## src/rtl/hazard_pkg.sv

```systemverilog
`default_nettype none
// ============================================================================
// Package  : hazard_pkg
// Brief    : Shared FSM state and forwarding-select encodings for the
//            hazard scoreboard.
// Revision : 1.0 - initial release
// ============================================================================
package hazard_pkg;

  typedef enum logic [1:0] {
    RUN   = 2'b00,
    STALL = 2'b01,
    FLUSH = 2'b10
  } fsm_state_t;

  typedef enum logic [1:0] {
    FWD_RF    = 2'b00,
    FWD_MEMWB = 2'b01,
    FWD_EXMEM = 2'b10,
    FWD_LWB   = 2'b11
  } fwd_sel_t;

endpackage
`default_nettype wire

```

## src/rtl/fwd_select.sv

```systemverilog
`default_nettype none
// ============================================================================
// Module   : fwd_select
// Brief    : ALU operand bypass selection for one source register.
// Revision : 1.0 - initial release
// ============================================================================
module fwd_select
  import hazard_pkg::*;
#(
  parameter int AW = 5
) (
  input  logic [AW-1:0] rs,
  input  logic          ex_mem_reg_write,
  input  logic [AW-1:0] ex_mem_rd,
  input  logic          mem_wb_reg_write,
  input  logic [AW-1:0] mem_wb_rd,
  input  logic          lwb_valid,
  input  logic [AW-1:0] lwb_rd,
  output fwd_sel_t      sel
);

  // Youngest producer wins; the long-op writeback port is the last resort.
  always_comb begin
    sel = FWD_RF;
    if (ex_mem_reg_write && (ex_mem_rd != '0) && (ex_mem_rd == rs)) begin
      sel = FWD_EXMEM;
    end else if (mem_wb_reg_write && (mem_wb_rd != '0) && (mem_wb_rd == rs)) begin
      sel = FWD_MEMWB;
    end else if (lwb_valid && (lwb_rd != '0) && (lwb_rd == rs)) begin
      sel = FWD_LWB;
    end
  end

endmodule
`default_nettype wire

```

## src/rtl/hazard_scoreboard.sv

```systemverilog
`default_nettype none
// ============================================================================
// Module   : hazard_scoreboard
// Brief    : Pipeline hazard unit: forwarding, load-use/RAW/WAW stall,
//            branch flush, long-op busy scoreboard and stall watchdog.
//            Optional HZD_PERF_EN adds a stall-cycle performance counter.
// Revision : 1.0 - initial release
// ============================================================================
module hazard_scoreboard
  import hazard_pkg::*;
#(
  parameter int AW      = 5,
  parameter int NREG    = 32,
  parameter int MAX_OUT = 4,
  parameter int TMO     = 64
) (
  input  logic          clk,
  input  logic          rst_n,
  input  logic [AW-1:0] id_rs1,
  input  logic [AW-1:0] id_rs2,
  input  logic          id_rs1_used,
  input  logic          id_rs2_used,
  input  logic          id_is_long,
  input  logic [AW-1:0] id_rd,
  input  logic [AW-1:0] ex_rs1,
  input  logic [AW-1:0] ex_rs2,
  input  logic [AW-1:0] id_ex_rd,
  input  logic          id_ex_mem_read,
  input  logic [AW-1:0] ex_mem_rd,
  input  logic [AW-1:0] mem_wb_rd,
  input  logic          ex_mem_reg_write,
  input  logic          mem_wb_reg_write,
  input  logic          issue_valid,
  input  logic [AW-1:0] issue_rd,
  input  logic          lwb_valid,
  input  logic [AW-1:0] lwb_rd,
  input  logic          branch_taken,
  output logic [1:0]    forward_a,
  output logic [1:0]    forward_b,
  output logic          pc_write,
  output logic          if_id_write,
  output logic          control_mux_sig,
  output logic          if_id_flush,
  output logic          issue_ready,
  output logic          hazard_timeout
`ifdef HZD_PERF_EN
  ,
  output logic [31:0]   perf_stall_cnt
`endif
);

  localparam int CW = $clog2(MAX_OUT + 1);
  localparam int WW = $clog2(TMO + 1);
  localparam logic [CW-1:0] c_max_out = CW'(MAX_OUT);
  localparam logic [WW-1:0] c_tmo     = WW'(TMO);

  fsm_state_t      r_state, w_state_nxt;
  logic [NREG-1:0] r_busy, w_busy_nxt;
  logic [CW-1:0]   r_count, w_count_nxt;
  logic [WW-1:0]   r_wait, w_wait_nxt;
  logic            r_timeout;
  logic            w_issue_acc, w_lwb_dec;
  logic            w_load_use, w_raw, w_waw, w_hazard;
  fwd_sel_t        w_fwd_a, w_fwd_b;

  fwd_select #(.AW(AW)) u_fwd_a (
    .rs               (ex_rs1),
    .ex_mem_reg_write (ex_mem_reg_write),
    .ex_mem_rd        (ex_mem_rd),
    .mem_wb_reg_write (mem_wb_reg_write),
    .mem_wb_rd        (mem_wb_rd),
    .lwb_valid        (lwb_valid),
    .lwb_rd           (lwb_rd),
    .sel              (w_fwd_a)
  );

  fwd_select #(.AW(AW)) u_fwd_b (
    .rs               (ex_rs2),
    .ex_mem_reg_write (ex_mem_reg_write),
    .ex_mem_rd        (ex_mem_rd),
    .mem_wb_reg_write (mem_wb_reg_write),
    .mem_wb_rd        (mem_wb_rd),
    .lwb_valid        (lwb_valid),
    .lwb_rd           (lwb_rd),
    .sel              (w_fwd_b)
  );

  assign w_load_use = id_ex_mem_read && (id_ex_rd != '0) &&
                      ((id_rs1_used && (id_rs1 == id_ex_rd)) ||
                       (id_rs2_used && (id_rs2 == id_ex_rd)));

  // A source being written back this cycle is released immediately (bypassed via lwb).
  assign w_raw = (id_rs1_used && r_busy[id_rs1] && !(lwb_valid && (lwb_rd == id_rs1))) ||
                 (id_rs2_used && r_busy[id_rs2] && !(lwb_valid && (lwb_rd == id_rs2)));

  assign w_waw    = id_is_long && (r_busy[id_rd] || (r_count == c_max_out));
  assign w_hazard = w_load_use || w_raw || w_waw;

  // A slot freed by this cycle's writeback may be reused by a same-cycle issue.
  assign w_issue_acc = issue_valid && ((r_count < c_max_out) || lwb_valid);
  assign w_lwb_dec   = lwb_valid && (r_count != '0);

  always_comb begin
    w_busy_nxt = r_busy;
    if (lwb_valid) begin
      w_busy_nxt[lwb_rd] = 1'b0;
    end
    if (w_issue_acc) begin
      w_busy_nxt[issue_rd] = 1'b1;
    end
    w_busy_nxt[0] = 1'b0;

    w_count_nxt = r_count;
    if (w_issue_acc && !w_lwb_dec) begin
      w_count_nxt = r_count + CW'(1);
    end else if (!w_issue_acc && w_lwb_dec) begin
      w_count_nxt = r_count - CW'(1);
    end
  end

  always_comb begin
    w_state_nxt     = RUN;
    pc_write        = 1'b1;
    if_id_write     = 1'b1;
    control_mux_sig = 1'b0;
    if_id_flush     = 1'b0;
    if (branch_taken) begin
      w_state_nxt = FLUSH;
    end else if (w_hazard) begin
      w_state_nxt = STALL;
    end
    if (rst_n) begin
      case (w_state_nxt)
        STALL: begin
          pc_write        = 1'b0;
          if_id_write     = 1'b0;
          control_mux_sig = 1'b1;
        end
        FLUSH: begin
          if_id_flush     = 1'b1;
          control_mux_sig = 1'b1;
        end
        default: begin
        end
      endcase
    end
  end

  always_comb begin
    w_wait_nxt = '0;
    if (w_state_nxt == STALL) begin
      if (r_state != STALL) begin
        w_wait_nxt = WW'(1);
      end else if (r_wait == c_tmo) begin
        w_wait_nxt = r_wait;
      end else begin
        w_wait_nxt = r_wait + WW'(1);
      end
    end
  end

  always_ff @(posedge clk or negedge rst_n) begin
    if (!rst_n) begin
      r_state   <= RUN;
      r_busy    <= '0;
      r_count   <= '0;
      r_wait    <= '0;
      r_timeout <= 1'b0;
    end else begin
      r_state <= w_state_nxt;
      r_busy  <= w_busy_nxt;
      r_count <= w_count_nxt;
      r_wait  <= w_wait_nxt;
      if (w_wait_nxt == c_tmo) begin
        r_timeout <= 1'b1;
      end
    end
  end

  assign forward_a      = rst_n ? w_fwd_a : FWD_RF;
  assign forward_b      = rst_n ? w_fwd_b : FWD_RF;
  assign issue_ready    = rst_n && (r_count < c_max_out);
  assign hazard_timeout = r_timeout;

`ifdef HZD_PERF_EN
  logic [31:0] r_perf;

  always_ff @(posedge clk or negedge rst_n) begin
    if (!rst_n) begin
      r_perf <= '0;
    end else if (w_state_nxt == STALL) begin
      r_perf <= r_perf + 32'd1;
    end
  end

  assign perf_stall_cnt = r_perf;
`endif

endmodule
`default_nettype wire

```

## config.mk

```make
export PLATFORM = sky130hd
export DESIGN_NAME = hazard_scoreboard
export DESIGN_NICKNAME = d
export VERILOG_FILES = /design/src/rtl/hazard_pkg.sv /design/src/rtl/fwd_select.sv /design/src/rtl/hazard_scoreboard.sv
export SDC_FILE = /design/constraint.sdc
export NUM_CORES = 1
export LEC_CHECK = 0
export CAP_MARGIN = 10
export CORE_ASPECT_RATIO = 0.75
export CORE_MARGIN = 5
export CORE_UTILIZATION = 34
export DETAILED_ROUTE_END_ITERATION = 10
export HOLD_SLACK_MARGIN = 0.02
export REMOVE_ABC_BUFFERS = 1
export SETUP_SLACK_MARGIN = 0.05
export SYNTH_ARGS = -nofsm -noshare
export SYNTH_HDL_FRONTEND = slang
export SYNTH_HIERARCHICAL = 1
export SYNTH_SLANG_ARGS = --single-unit
```

## constraint.sdc

```tcl
create_clock -name clk -period 2.9 [get_ports clk]
set_clock_uncertainty 0.05 [all_clocks]
set_input_delay 0.435 -clock clk [delete_from_list [all_inputs] [get_ports clk]]
set_output_delay 0.435 -clock clk [all_outputs]
set_load 0.05 [all_outputs]
```

[Word-level counts from Yosys, hierarchy flattened]
Index checks and enable logic that the tools add are counted.
Word-level totals
  register bits after elaboration: 44
  input port bits: 61
  output and inout port bits: 10
  word-level logic and storage cells: 112
Operators by class
  add/subtract/negate cells: 3
  order comparisons: 8
  equality and inequality tests: 16
  muxes and demuxes: 33
  bitwise gates (word level): 3
  reductions and logical operators: 44
Operators by type and width (number)
  $mux 32: 2
  $eq 5x5->1: 10
  $and 32x32->32: 1
  $not 32->32: 1
  $or 32x32->32: 1
  $lt 5x6->1 const B: 5
  $logic_and 1x1->1: 27
  $mux 7: 3
  $reduce_bool 5->1: 4
  $mux 2: 9
  $bmux 1 s5: 3
  $eq 7x7->1 const B: 2
  $mux 1: 12
  $demux 1 s5: 2
  $ge 5x1->1 const B: 2
  $add 7x1->7 const B: 1
  $logic_or 1x1->1: 6
  $mux 3: 2
  $logic_not 1->1: 4
  $add 3x1->3 const B: 1
  $eq 3x3->1 const B: 1
  $lt 3x3->1 const B: 1
  $reduce_bool 3->1: 1
  $sub 3x1->3 const B: 1
  other kinds (5): 5

[Depth between registers and ports, before layout]
  depth in word-level cells: 13
  depth in mapped cells: 9
  gate-level depth less buffers: 9

[Cells and area by module]
Netlist, hierarchy kept.
By module, submodules not included
  hazard_scoreboard: instances 1, cells each 319, area an instance 3206.8 um2, sequential area each 1101.1 um2
  fwd_select: instances 2, cells each 34, area an instance 226.5 um2, sequential area each 0.0 um2

[Least setup slack after synthesis]
OpenSTA, ideal clock, no wires.
  path type: input to output
  start: in id_rs1[0]
  end: out pc_write
  data arrival time: 2.528 ns
  data required time: 2.415 ns
  setup slack: -0.113 ns
  stages: 9
  buffers on the path: 2
  cells stage by stage: buf_6 mux4_2 and2_1 a211oi_1 a2111oi_4 inv_2 nand4_1 nand3b_1 buf_4
On the way
  longest elaborated chain between the ends: 12
  elaborated cells on any way between the ends: 19
  those cells by class: eq/ne: 3; mux: 6; reduce/logical: 10
RTL lines
  start, declared: line hazard_scoreboard.sv:19  | input logic [AW-1:0] id_rs1,
  $bmux 1 s5 or $eq 5x5->1 (tied branches): line hazard_scoreboard.sv:93  | assign w_raw = (id_rs1_used && r_busy[id_rs1] && !(lwb_valid && (lwb_rd == id_rs1))) ||
  $mux 1 (implied by the code) or $logic_and 1x1->1 (tied branches): line hazard_scoreboard.sv:93
  $logic_and 1x1->1 or $logic_not 1->1 (tied branches): line hazard_scoreboard.sv:93
  $logic_and 1x1->1: line hazard_scoreboard.sv:93
  $logic_or 1x1->1: line hazard_scoreboard.sv:93
  $logic_or 1x1->1 * (2 in a row): line hazard_scoreboard.sv:97  | assign w_hazard = w_load_use || w_raw || w_waw;
  $mux 1 *: line hazard_scoreboard.sv:129  | end else if (w_hazard) begin
  $mux 2 *: line hazard_scoreboard.sv:127  | if (branch_taken) begin
  $eq 2x1->1 *
  $mux 1 * (2 in a row)
  end, declared: line hazard_scoreboard.sv:40  | output logic pc_write,
Every way passes the cells marked *; elsewhere a longest branch is shown, timed or not. The select of a mux whose other input is x is not followed.

[Worst setup path in the final report]
  start: reg r_busy[10]
  end: out if_id_write
On the way
  longest elaborated chain between the ends: 12
  elaborated cells on any way between the ends: 20
  those cells by class: eq/ne: 1; mux: 10; reduce/logical: 9
RTL lines
  start, declared: line hazard_scoreboard.sv:58  | logic [NREG-1:0] r_busy, w_busy_nxt;
  start signal, assigned: line hazard_scoreboard.sv:171  | r_busy <= w_busy_nxt;
  $bmux 1 s5 (on tied branches): line hazard_scoreboard.sv:93, hazard_scoreboard.sv:94
  $mux 1 (on tied branches): line hazard_scoreboard.sv:93, hazard_scoreboard.sv:94
  $logic_and 1x1->1 (on tied branches) (2 in a row): line hazard_scoreboard.sv:93, hazard_scoreboard.sv:94
  $logic_or 1x1->1: line hazard_scoreboard.sv:93
  $logic_or 1x1->1: line hazard_scoreboard.sv:97
  $logic_or 1x1->1 *: line hazard_scoreboard.sv:97
  $mux 1 *: line hazard_scoreboard.sv:129
  $mux 2 *: line hazard_scoreboard.sv:127
  $eq 2x1->1 *: line hazard_scoreboard.sv:133  | case (w_state_nxt)
  $mux 1 *: line hazard_scoreboard.sv:133
  $mux 1 *: line hazard_scoreboard.sv:132  | if (rst_n) begin
  end, declared: line hazard_scoreboard.sv:41  | output logic if_id_write,
Marked as above.

==> reports/qor.log <==
[critical_path] required time of the worst setup path 2410 ps
[critical_path] delay contributed by the slowest stage of the critical path 490 ps
[placed_design] Final GP Congestion 0.9944
[drt] Initial DRT Pass Iterations 5
[yosys] fraction of synthesis flops using an asynchronous set or reset pin 100.0%
[status] result of the run complete, but fails checks
[critical_path] worst-path cell with the longest stage delay mux4_2
[yosys] Post-synth EDFFs 0
[yosys] commonest register cell after synthesis dfrtp_1
[critical_path] classification of the worst setup path reg2out
[cts] Skew-Pair Late Insertion Delay 290 ps
[cts] register clock-pin slew on the reported worst setup and hold paths 70 ps
[sta] fin. max-slew vios 0
[critical_path] startpoint kind of the worst setup timing path flip-flop
[power] switch share 34.83%
[yosys] average cell area after synthesis 9.457 µm²
[status] failing checks negative setup slack
[sta] fin crit period 2929 ps
[floorplan] die footprint 12960 µm²
[power] pwr dens 527.1 nW/µm²
[final_layout] area added between synthesis and finish 41.44%
[drt] Via density 5.571
[drt] average detailed-routed wire length per instance 19.15 µm
[sta] final period utilization 101.0%
[power] Internal Dissipation 1778 µW
[drt] post-detailed-route DRC marker count 0
[drt] drt total wl 12280 µm
[global_route] initial antenna violation count 0
[cts] clock tree from TritonCTS yes
[cts] number of clock sinks 44
[critical_path] number of buffer and inverter instances along the worst setup path 1
[power] sequential share of power 35.4%
[sta] RSZ-0062 raised after global routing yes
[final_layout] footprint of the flip-flops and latches 1101 µm²
[floorplan] die height 99.85 µm
[critical_path] data arrival time of the critical path 2440 ps
[global_route] wire length of the first global-routing pass 19770 µm
[power] Net Switching 950.3 µW
[floorplan] total I/O pin count 71
[power] peak supply drop 0.0002461 V
[floorplan] number of rows in the core area 32
[critical_path] Crit Path Max Fanout 3
[final_layout] Filler cells 989
[final_layout] nets@finish 569
[final_layout] final core area utilization 49.72%
[power] final total power 2728 µW
[power] cell leakage power 0.002085 µW
[sta] Final WS setup -29.23 ps
[critical_path] crit-path leading delay family simple AND/OR/NAND/NOR gates
[placed_design] number of input and output port buffers inserted 70
[final_layout] Antenna diodes 0
[global_route] global router's overall resource usage 19.58%
[min_path] class of the most critical hold timing path reg2reg
[sta] f_max 341.4 MHz
[cts] CTS buffer count 5
[yosys] count of warnings emitted by yosys 6
[yosys] post-synthesis cell type count 46
[global_route] largest net degree at the start of global routing 27
[cts] H-tree lvl count 2
[floorplan] core footprint 10410 µm²
[floorplan] starting density of the core 35.16%
[yosys] total standard cell area after synthesis 3660 µm²
[global_route] total overflow reported by the global router 0
[final_layout] fraction of final layout cells with drive strength greater than 1 21.58%
[flow_run] count of max-cap constraint violations 0
[critical_path] Cell Chain, Critical Path mux4_2 -> and2_4 -> a211oi_2 -> a2111oi_2 -> a31oi_1 -> nand4_1 -> nand3b_1 -> buf_12
[yosys] share of the yosys chip area belonging to registers 30.09%
[global_route] via count of the first global-routing pass 3609
[sta] sum of negative setup slack -57.37 ps
[cts] largest buffer count on any clock path 2
[floorplan] horizontal die dimension 129.8 µm
[yosys] flops & latches, synth 44
[power] power share of the clock group 25.4%
[drt] count of routing violations after the opening detailed-route iteration 295
[sta] number of failing setup endpoints in the final timing report 2
[drt] residual antenna-violating net count after detailed routing 0
[sta] final hold violation count 0
[final_layout] Multi-input gate area 2495 µm²
[placed_design] Final HPWL DP 9664 µm
[power] Logic pwr share 39.3%
[sta] worst relative slew slack 66.97%
[critical_path] worst setup slack for register-to-register paths 490 ps
[critical_path] CP endpoint kind output port
[cts] clock root buffer clkbuf_16
[sta] worst hold slack 437.5 ps
[drt] via count 3571
[yosys] synthesized netlist cell count 387
[sta] Worst Max-Slew Pin Slew 493.9 ps
power by group through the flow:
stage / Combinational (µW) / Clock, µW / Sequential (µW)
2_1_floorplan: 561 / 0 / 884
3_3_place_gp: 919 / 0 / 967
3_5_place_dp: 941 / 0 / 969
4_1_cts: 1040 / 703 / 950
5_1_grt: 1170 / 727 / 982
6_report: 1070 / 692 / 966
per-stage QoR:
step                cells  setup slack (ps)  instance area [µm²]
floorplan             374           -0.1681                 3575
global placement      620            -486.2                 4811
detailed placement    620            -572.8                 4811
CTS                   641            -6.695                 5132
global route          641            -166.3                 5176
finish                641            -29.23                 5176
path summary, 6_finish.rpt:
| kind | end | from | depth (start not counted) |
|---|---|---|---|
| worst max-delay path | if_id_write | r_busy[10] | 8 |
| worst max register to register | hazard_timeout | r_busy[8] | 10 |
| worst min register to register | hazard_timeout | hazard_timeout | 2 |
| min in group asynchronous | r_wait[5] | rst_n | 2 |
| worst min-delay path | hazard_timeout | hazard_timeout | 2 |
| max in group asynchronous | r_busy[26] | rst_n | 3 |
layout by cell type (no fill, tap or decap), types with 15 or more instances in the layout:
cell and n:
mux2i_1 16, nor2_1 18, buf_4 48, o21ai_0 66
mux4_2 15, xnor2_1 32, nand2_1 25, dfrtp_1 44
clkdlybuf4s50_1 45, xor2_1 21
layout make-up:
| cell class | instances | share of cell area, % |
|---|---|---|
| Tap cell | 136 | 3.287 |
| Multi-Input combinational cell | 316 | 48.20 |
| Timing Repair Buffer | 123 | 22.79 |
| Inverter | 14 | 1.015 |
| Clock buffer | 6 | 2.683 |
| Sequential cell | 44 | 21.27 |
| Clock inverter | 2 | 0.7493 |
Yosys cell counts (2+ instances only):
cell type / instances / share of area (%)
dfrtp_1: 44 / 30
inv_1: 13 / 1.3
nor2_1: 18 / 1.8
xor2_1: 21 / 5.0
a21oi_1: 8 / 1.1
and3_1: 3 / 0.51
or4_1: 4 / 0.82
or2_2: 2 / 0.34
or3b_2: 2 / 0.48
buf_6: 3 / 0.92
mux4_2: 10 / 6.2
nand4_1: 5 / 0.85
and2_1: 11 / 1.9
a31oi_1: 3 / 0.51
mux4_1: 8 / 5.7
a211oi_1: 7 / 1.4
o21ai_0: 66 / 9.0
or3_1: 5 / 0.85
nor4_1: 6 / 1.0
nand2_1: 25 / 2.6
nand3_1: 14 / 1.9
o21bai_1: 2 / 0.41
nor3_1: 10 / 1.4
xnor2_1: 32 / 7.7
ha_1: 3 / 1.0
buf_2: 8 / 1.1
a2111oi_0: 2 / 0.48
o41ai_1: 2 / 0.48
a41o_1: 2 / 0.55
nand2b_1: 3 / 0.51
nand3b_1: 11 / 2.3
o31ai_1: 3 / 0.62
mux2i_1: 18 / 4.9
state kept, by name, indices dropped and copies added (netlist names):
signal,count
hazard_timeout,1
r_busy,31
r_count,3
r_state,2
r_wait,7
what timing repair did:
action / in CTS / in global routing
pin swaps: 13 / 5
setup buffers: 12 / 0
endpoints found under the setup margin: 6 / 4
endpoints found under the hold margin: 5 / 0
hold buffers: 1 / 0
gates resized for setup: 51 / 10
worst min-delay path, delay by kind of cell (launching register included):
kind                   cells  cell delay (ps)
AOI/OAI and AO/OA          1               50
buffers and inverters      1               70
DFF                        1              340
kinds of logic (layout without fill, tap and decap cells):
family	Yosys count	count (layout)	synth area share (%)
simple gates	121	121	17.74
buf+inv	27	145	3.761
mux	37	37	17.13
compound gates	101	101	17.03
xor+xnor	53	53	12.68
fa+ha+maj	4	4	1.573
flops	44	44	30.09
per-layer routing:
layer  vias to the layer above  GRT usage (%)  share of wire, %
met4                         0          5.431               2.0
met3                        21          5.053               8.4
met2                       149          27.52                41
li1                       1670              -                 -
met1                      1731          29.59                48
met5                         -              0                 0
Note: power is estimated with default switching activity, not from simulation.
